==> src/rtl/int_ctrl.sv <==
// int_ctrl: coprocessor-0 style interrupt controller (Status/Cause/EPC, take/ERET).
// Ports:
//   i_clock, i_reset        sole rising-edge clock, asynchronous active-high reset
//   i_irq[7:0]              level interrupt lines (bit 7 = timer)
//   i_stall                 pipeline stall; blocks taking and ignores MTC0/ERET
//   i_mtc0/i_mfc0           coprocessor write/read strobes
//   i_regnum[4:0]           register select (12 Status, 13 Cause, 14 EPC)
//   i_wr_data[31:0]         MTC0 write data
//   i_eret                  exception-return strobe
//   i_next_pc[29:0]         word address saved into EPC on a take
//   o_rd_data[31:0]         MFC0 read data (combinational)
//   o_taken_interrupt       redirect fetch to the handler this cycle
//   o_epc[29:0]             saved return word address
// Build option: INT_PENDING_LATCH_EN makes Cause.IP edge-latched and software-clearable.
module int_ctrl (
    input  logic        i_clock,
    input  logic        i_reset,
    input  logic [7:0]  i_irq,
    input  logic        i_stall,
    input  logic        i_mtc0,
    input  logic        i_mfc0,
    input  logic [4:0]  i_regnum,
    input  logic [31:0] i_wr_data,
    input  logic        i_eret,
    input  logic [29:0] i_next_pc,
    output logic [31:0] o_rd_data,
    output logic        o_taken_interrupt,
    output logic [29:0] o_epc
);
    logic        r_ie;
    logic        r_exl;
    logic [7:0]  r_im;
    logic [7:0]  r_ip;
    logic [29:0] r_epc;
    logic        w_take;
    logic        w_wr_status;
    logic        w_wr_cause;
    logic        w_wr_epc;
    logic        w_eret;

    // A stalled pipeline must not see any CP0 side effect
    assign w_wr_status = i_mtc0 & ~i_stall & (i_regnum == 5'd12);
    assign w_wr_cause  = i_mtc0 & ~i_stall & (i_regnum == 5'd13);
    assign w_wr_epc    = i_mtc0 & ~i_stall & (i_regnum == 5'd14);
    assign w_eret      = i_eret & ~i_stall;

    // Only registered state feeds the take decision, so an MTC0 acts one cycle later
    assign w_take = r_ie & ~r_exl & (|(r_ip & r_im)) & ~i_stall & ~i_eret;

    assign o_taken_interrupt = w_take;
    assign o_epc             = r_epc;

    always_comb begin
        o_rd_data = 32'd0;
        if (i_mfc0) begin
            o_rd_data = (i_regnum == 5'd12) ? {16'd0, r_im, 6'd0, r_exl, r_ie} :
                        (i_regnum == 5'd13) ? {16'd0, r_ip, 8'd0} :
                        (i_regnum == 5'd14) ? {r_epc, 2'b00} : 32'd0;
        end
    end

    // Status: software write first, ERET clears EXL, a take forces EXL last (take wins)
    always_ff @(posedge i_clock or posedge i_reset) begin
        if (i_reset) begin
            r_ie  <= 1'b0;
            r_exl <= 1'b0;
            r_im  <= 8'd0;
        end else begin
            if (w_wr_status) begin
                r_ie <= i_wr_data[0];
                r_im <= i_wr_data[15:8];
            end
            if (w_take)
                r_exl <= 1'b1;
            else if (w_eret)
                r_exl <= 1'b0;
            else if (w_wr_status)
                r_exl <= i_wr_data[1];
        end
    end

    always_ff @(posedge i_clock or posedge i_reset) begin
        if (i_reset)
            r_epc <= 30'd0;
        else if (w_take)
            r_epc <= i_next_pc;
        else if (w_wr_epc)
            r_epc <= i_wr_data[31:2];
    end

`ifdef INT_PENDING_LATCH_EN
    logic [7:0] r_irq_q;
    logic [7:0] w_rise;

    assign w_rise = i_irq & ~r_irq_q;

    // Software may only clear pending bits; a fresh edge beats a same-cycle clear
    always_ff @(posedge i_clock or posedge i_reset) begin
        if (i_reset) begin
            r_irq_q <= 8'd0;
            r_ip    <= 8'd0;
        end else begin
            r_irq_q <= i_irq;
            r_ip    <= (w_wr_cause ? (r_ip & i_wr_data[15:8]) : r_ip) | w_rise;
        end
    end
`else
    logic w_unused_cause;

    assign w_unused_cause = w_wr_cause;

    always_ff @(posedge i_clock or posedge i_reset) begin
        if (i_reset)
            r_ip <= 8'd0;
        else
            r_ip <= i_irq;
    end
`endif

endmodule
==> config.mk <==
export PLATFORM = sky130hd
export DESIGN_NAME = int_ctrl
export DESIGN_NICKNAME = d
export VERILOG_FILES = /design/src/rtl/int_ctrl.sv
export SDC_FILE = /design/constraint.sdc
export NUM_CORES = 1
export LEC_CHECK = 0
export BUFFER_PORTS_ARGS = -buffer_cell sky130_fd_sc_hd__buf_2
export CORE_ASPECT_RATIO = 1.1
export CORE_UTILIZATION = 44
export DETAILED_ROUTE_END_ITERATION = 10
export GPL_ROUTABILITY_DRIVEN = 0
export MAX_ROUTING_LAYER = met4
export PLACE_DENSITY = 0.82
export SYNTH_ARGS = -nofsm -noshare
export SYNTH_HDL_FRONTEND = slang
export SYNTH_SLANG_ARGS = --single-unit
==> constraint.sdc <==
create_clock -name i_clock -period 2.05 [get_ports i_clock]
set_input_delay 0.1025 -clock i_clock [delete_from_list [all_inputs] [get_ports i_clock]]
set_output_delay 0.1025 -clock i_clock [all_outputs]
set_load 0.02 [all_outputs]
==> summary.md, run 1 <==
| Metric | Value |
|---|---|
| Leading cell type in the layout, fill and taps excluded | `buf_2` |
| Clock power frac | `roughly a fifth` |
| Hold Path Class | `input port to register` |
| Critical path startpoint category | `register` |
| Synth Area in Simple Gates | `around an eighth` |
| Drt first pass iters | `4` |
| Post-synthesis compound-gate area fraction | `5.33%` |
| FMAX | `around 530 MHz` |
| EDFF count, synth | `0` |
| Initial antenna violation count | `1` |
| I/O pin cnt | `144` |
| Number of global-route vias before repair | `roughly 2,100` |
| CTS root buffer | `clkbuf_8` |
| RSZ-0062 raised after global routing | `no` |
| CTS clk-pin slew, worst paths | `roughly 0.090 ns` |
| Max FO, Critical Path | `13` |
| Slew @ Worst Pin | `about 0.64 ns` |
| Mux share of post-synthesis cell area | `32.3%` |
| Post-Synth XOR/XNOR Area | `0%` |
| Switch share | `33.2%` |
| Total Neg Setup Slack | `0 ns` |
| Syn nets | `280` |
| Skew-Pair Late Insertion Delay | `approximately 0.30 ns` |
| CORE AREA | `approximately 5500 um2` |
| Synth-to-Final Area Change | `42.0%` |
| Most frequent cells in the layout | `buf_2, mux2_2, dfrtp_1` |
| DRT met1 WL | `roughly 2.6 mm` |
| Avg Vias per Cell | `between 5 and 6` |
| Gr ovfl total | `0` |
| Pwr Density | `~900 nW/um2` |
| CP Data Required Time | `1.95 ns` |
| Die width | `about 74 um` |
| Critical path capture point type | `output pin` |
| Seq/Total Area, Yosys | `~47%` |
| Count of final max-slew check failures | `0` |
| Final ANT Viol Nets | `0` |
| Logic pwr share | `35.9%` |
| CP max stage delay | `approximately 0.40 ns` |
| Share of cells above drive strength 1 | `a little over three fifths` |
| DR vias | `around 2,200` |
| Int Pwr | `approximately 0.0022 W` |
| Critical Path AT | `between 1.5 and 2 ns` |
| Psw | `0.00107 W` |
| Crit path time final | `between 1.5 and 2 ns` |
| Final #Nets | `approximately 440` |
| Warnings, synthesis | `0` |
| Routed WL | `roughly 6.6 mm` |
| Rel. slew slack | `between 50% and 60%` |
| First-pass GRT wire length | `between 10 and 15 mm` |
| # rows | `28` |
| Reg power frac | `a little over two fifths` |
| # clock sinks | `48` |
| WL/cell | `15.2 um` |
| Area of the mapped netlist | `2540 um2` |
| Critical path class | `register to output pin` |
| Syn Inst Count | `199` |
| CP Cell Sequence | `nor4b_1, nand2_1, buf_12, inv_1, buf_2` |
| Fin. Hold Viols | `0` |
| DR DRC count | `0` |
| Clk_skew | `0.0107 ns` |
| Die area | `slightly above 6000 um2` |
| Predominant post-synthesis flop cell | `dfrtp_1` |
| Slowest-stage cell, CP | `dfrtp_1` |
| Worst IR Drop VDD | `approximately 0.66 mV` |
| CTS Buffer Depth | `2` |
| TritonCTS clock tree | `built` |
| Iter 0 DRT Violations | `between 80 and 90` |
| Status | `complete, no violations` |
| Main combinational cell family by area after synthesis | `multiplexers` |
| Syn Area/Cell | `12.8 um2` |
| Num CTS Buffers | `5` |
| Leak | `roughly 2.0 nW` |
| Pin count of the biggest net entering global routing | `between 40 and 50` |
| Synth Area in Adders | `0%` |
| Met3 WL | `between 300 and 400 um` |
| Dpl hpwl | `slightly below 5 mm` |
| Ys async rst share | `100%` |
| Max-cap check violation count | `0` |
| Power, Total | `about 0.0032 W` |
| Port bufs | `between 100 and 150` |
| Total track usage | `between 20% and 30%` |
| FF+latch count, synth | `48` |
| Netlist cell types | `27` |
| Setup violators final | `0` |
| H-tree depth | `2` |
| Top Metal Used | `met4` |
| Metal2 WL | `~3.6 mm` |
| Die height | `a little over 80 um` |
| Initial Utilization | `around 46%` |
| Final period util | `between 90 and 100%` |
## sequential cells by signal (all words and copies together), names as in the netlist
| register | flops |
|---|---|
| o_epc | 30 |
| r_exl | 1 |
| r_ie | 1 |
| r_im | 8 |
| r_ip | 8 |
## per-stage QoR
stage          worst slack [ns]  util [%]  cells  hold slack [ns]  cell area [um2]
3_5_place_dp              0.312      62.0    416            0.212             3390
2_1_floorplan             0.568         -    199            0.134             2540
6_report                  0.156      65.9    435           0.0206             3600
3_3_place_gp              0.356      62.0    416            0.211             3390
5_1_grt                  0.0319      65.9    435           0.0152             3600
4_1_cts                   0.134      65.7    433          0.00175             3590
## layer usage
metal / GRT usage, % / up-vias
li1: - / 1038
met1: 26.5 / 1066
met2: 39.9 / 85
met3: 3.56 / 6
met4: 9.06 / 0
met5: - / -
## path summary, 6_finish.rpt
kind / start / endpoint / slack [ns] / cells after the start
hold / removal: i_next_pc[8] / o_epc[8] / 0.02 / 2
setup reg to reg: r_exl / o_epc[8] / 0.33 / 4
min in group asynchronous: i_reset / o_epc[12] / 0.50 / 4
max in group asynchronous: i_reset / o_epc[21] / 1.13 / 4
hold reg to reg: r_ie / r_ie / 0.54 / 1
setup / recovery: r_exl / o_taken_interrupt / 0.16 / 5
## cell type report
class / instances / area (um2)
diodes: 1 / 2.50
clock buffers: 5 / 68.8
clock inverters: 3 / 42.5
fillers: 433 / 1860
inverters: 4 / 15.0
multi-input cells: 137 / 1270
flip-flops and latches: 48 / 1200
well taps: 75 / 93.8
repair buffers: 162 / 908
## cell families (layout without fill, tap and decap cells)
logic type             count (synthesis)  in the layout
muxes                                 70             70
other                                  0              1
and+or+nand+nor                       48             48
buffers and inverters                 14            174
AOI/OAI and AO/OA                     19             19
DFF                                   48             48
## power groups by stage
stage	registers (W)	logic, W	clock network [W]
CTS	0.00139	0.00116	0.000696
finish	0.00139	0.00116	0.000679
global placement	0.00139	0.00112	0
global route	0.00143	0.00125	0.000745
floorplan	0.00165	0.000478	0
detailed placement	0.00141	0.00114	0
## Yosys cell counts (all sizes together), types with 2 or more instances
cell	number	area, um2
buf	7	48.8
mux2	69	811
nand3	2	10.0
nor2	9	33.8
and2	22	138
a22oi	4	30.0
clkbuf	3	11.3
a221oi	6	52.6
inv	4	15.0
o21ai	7	35.0
and3	3	18.8
nand2	4	15.0
a32oi	2	17.5
dfrtp	48	1200
## worst max-delay path: cells and delay by family (launching register included)
| family | cells | cell delay, ns |
|---|---|---|
| buf+inv | 3 | 0.44 |
| flops | 1 | 0.40 |
| simple gates | 2 | 0.65 |
## what timing repair did
item                      4_1_cts  5_1_grt
resized for setup               0        0
hold endpoints to repair       56        1
buffers inserted                0        0
hold buffers                    9        1
No activity file was read; power rests on OpenSTA's default activity.
==> inputs of run 2 (changes only) <==
- CORE_UTILIZATION: 44 -> 46
- CTS_BUF_LIST: default -> sky130_fd_sc_hd__clkbuf_4 sky130_fd_sc_hd__clkbuf_8
- PLACE_DENSITY: 0.82 -> 0.85
==> run 2 against run 1 <==
Compared with the run above:
- power decreased by 3.9%
- clock skew decreased by 0.0035 ns
- die area is 4.2% lower
- clock power shrank 16%
- highest routed layer unchanged
==> summary.md, run 2 (same netlist as run 1, synthesis figures left out) <==
| Metric | Value |
|---|---|
| Antenna diode count | `0` |
| Drt first pass iters | `5` |
| Cell count of the worst hold path | `2` |
| Pin count of the biggest net entering global routing | `~50` |
| Rel. slew slack | `59.8%` |
| Critical path capture point type | `output pin` |
| H-tree depth | `2` |
| Dpl hpwl | `4.61 mm` |
| Number of global-route vias before repair | `about 2,100` |
| Slowest-stage cell, CP | `dfrtp_1` |
| Worst Hold Slack | `0.0143 ns` |
| Total Neg Setup Slack | `0 ns` |
| Leak | `between 1.5 and 2 nW` |
| Crit path time final | `~1.7 ns` |
| FMAX | `between 500 and 600 MHz` |
| CTS Buffer Depth | `2` |
| Hold Path Class | `input port to register` |
| Final ANT Viol Nets | `0` |
| Count of final max-slew check failures | `0` |
| Worst IR Drop VDD | `0.547 mV` |
| CP Data Required Time | `between 1.5 and 2 ns` |
| # rows | `28` |
| Synth-to-Final Area Change | `39.6%` |
| Cell Count, Final, Fillers Out | `between 400 and 500` |
| CTS clk-pin slew, worst paths | `0.09 ns` |
| DR vias | `~2,100` |
| Most frequent cells in the layout | `buf_2, mux2_2, dfrtp_1` |
| I/O pin cnt | `roughly 140` |
| Num CTS Buffers | `5` |
| Status | `complete, no violations` |
| Fin. Hold Viols | `0` |
| R2R setup slack | `around 0.43 ns` |
| Skew-Pair Late Insertion Delay | `roughly 0.30 ns` |
| CP max stage delay | `slightly above 0.4 ns` |
| Critical path class | `register to output pin` |
| Initial Utilization | `a little under half` |
| Reg power frac | `44.6%` |
| Share of cells above drive strength 1 | `~63%` |
| Clock power frac | `between 10% and 20%` |
| Critical path startpoint category | `register` |
| Psw | `between 0.001 and 0.0015 W` |
| RSZ-0062 raised after global routing | `no` |
| Initial antenna violation count | `0` |
| Final period util | `between 80 and 90%` |
| Total track usage | `22.3%` |
| Gr ovfl total | `0` |
| Pwr Density | `around 870 nW/um2` |
| R2R cell count | `5` |
| Avg Vias per Cell | `a little under 5` |
| # clock sinks | `48` |
| CTS root buffer | `clkbuf_8` |
| Int Pwr | `between 0.002 and 0.0025 W` |
| Setup violators final | `0` |
| WL/cell | `between 10 and 15 um` |
| DR DRC count | `0` |
| Die area | `slightly below 6000 um2` |
| Final #Nets | `436` |
| TritonCTS clock tree | `built` |
| Max-cap check violation count | `0` |
| Routed WL | `6.17 mm` |
| Dpl cells | `414` |
| Iter 0 DRT Violations | `72` |
| Port bufs | `~140` |
| Die height | `roughly 80 um` |
| CORE AREA | `around 5400 um2` |
| CP Cell Sequence | `a22oi_1, nand4_1, nand2_1, buf_4, inv_1, buf_2` |
| Area after DPL | `3360 um2` |
| Critical Path AT | `~1.6 ns` |
| Die width | `approximately 73 um` |
| Largest register FFs | `30` |
| Slew @ Worst Pin | `around 0.60 ns` |
| Max FO, Critical Path | `14` |
| Logic pwr share | `about 37%` |
| Clk_skew | `0.00716 ns` |
| Fin area | `3540 um2` |
| Leading cell type in the layout, fill and taps excluded | `buf_2` |
| Switch share | `34.5%` |
| Cts repair resizes | `0` |
| Fill count | `about 440` |
| First-pass GRT wire length | `roughly 9.6 mm` |
run 2: stage by stage:
step	setup slack [ns]	util, %	power (W)
final	0.352	66.1	0.00310
after global routing	0.254	66.1	0.00328
after CTS	0.347	66.1	0.00314
after detailed placement	0.351	62.7	0.00255
after global placement	0.394	62.7	0.00249
after floorplan	0.568	-	0.00213
run 2: per-layer routing:
metal | up-vias | track usage (%) | share of wire, %
li1 | 1034 | - | -
met1 | 1006 | 24.8 | 40
met2 | 85 | 40.1 | 53
met3 | 9 | 4.04 | 5.7
met4 | 0 | 7.06 | 1.2
met5 | - | - | 0
run 2: critical path, delay by kind of cell, from the launching register on:
family                 cells  cell delay (ns)
AO/OA/AOI/OAI              1             0.22
buffers and inverters      3             0.42
flip-flops                 1             0.41
AND/OR/NAND/NOR            2             0.23
run 2: final cells by class:
cell class,instances,area (um2),area share [%]
multi-input combinational,137,1270,35.8
sequential,48,1200,33.9
timing repair buffer,159,871,24.6
tap,75,93.8,2.65
clock buffer,5,68.8,1.94
clock inverter,3,23.8,0.671
inverter,4,15.0,0.424
run 2: final timing paths:
kind | from | to
max | r_im[6] | o_taken_interrupt
min | i_next_pc[8] | o_epc[8]
max reg2reg | r_im[6] | o_epc[24]
min reg2reg | r_ie | r_ie
max in group asynchronous | i_reset | o_epc[1]
min in group asynchronous | i_reset | o_epc[19]
run 2: power groups by stage:
stage                     clock [W]  combinational, W  sequential, W
after global placement            0           0.00111        0.00138
after global routing       0.000625           0.00124        0.00142
after CTS                  0.000592           0.00116        0.00139
after detailed placement          0           0.00114        0.00141
after floorplan                   0          0.000478        0.00165
final                      0.000568           0.00115        0.00138
run 2: what timing repair did:
action                                  CTS  global route
endpoints found under the hold margin    56             0
endpoints found under the setup margin    0             0
hold buffers                              9             0
setup buffers                             0             0
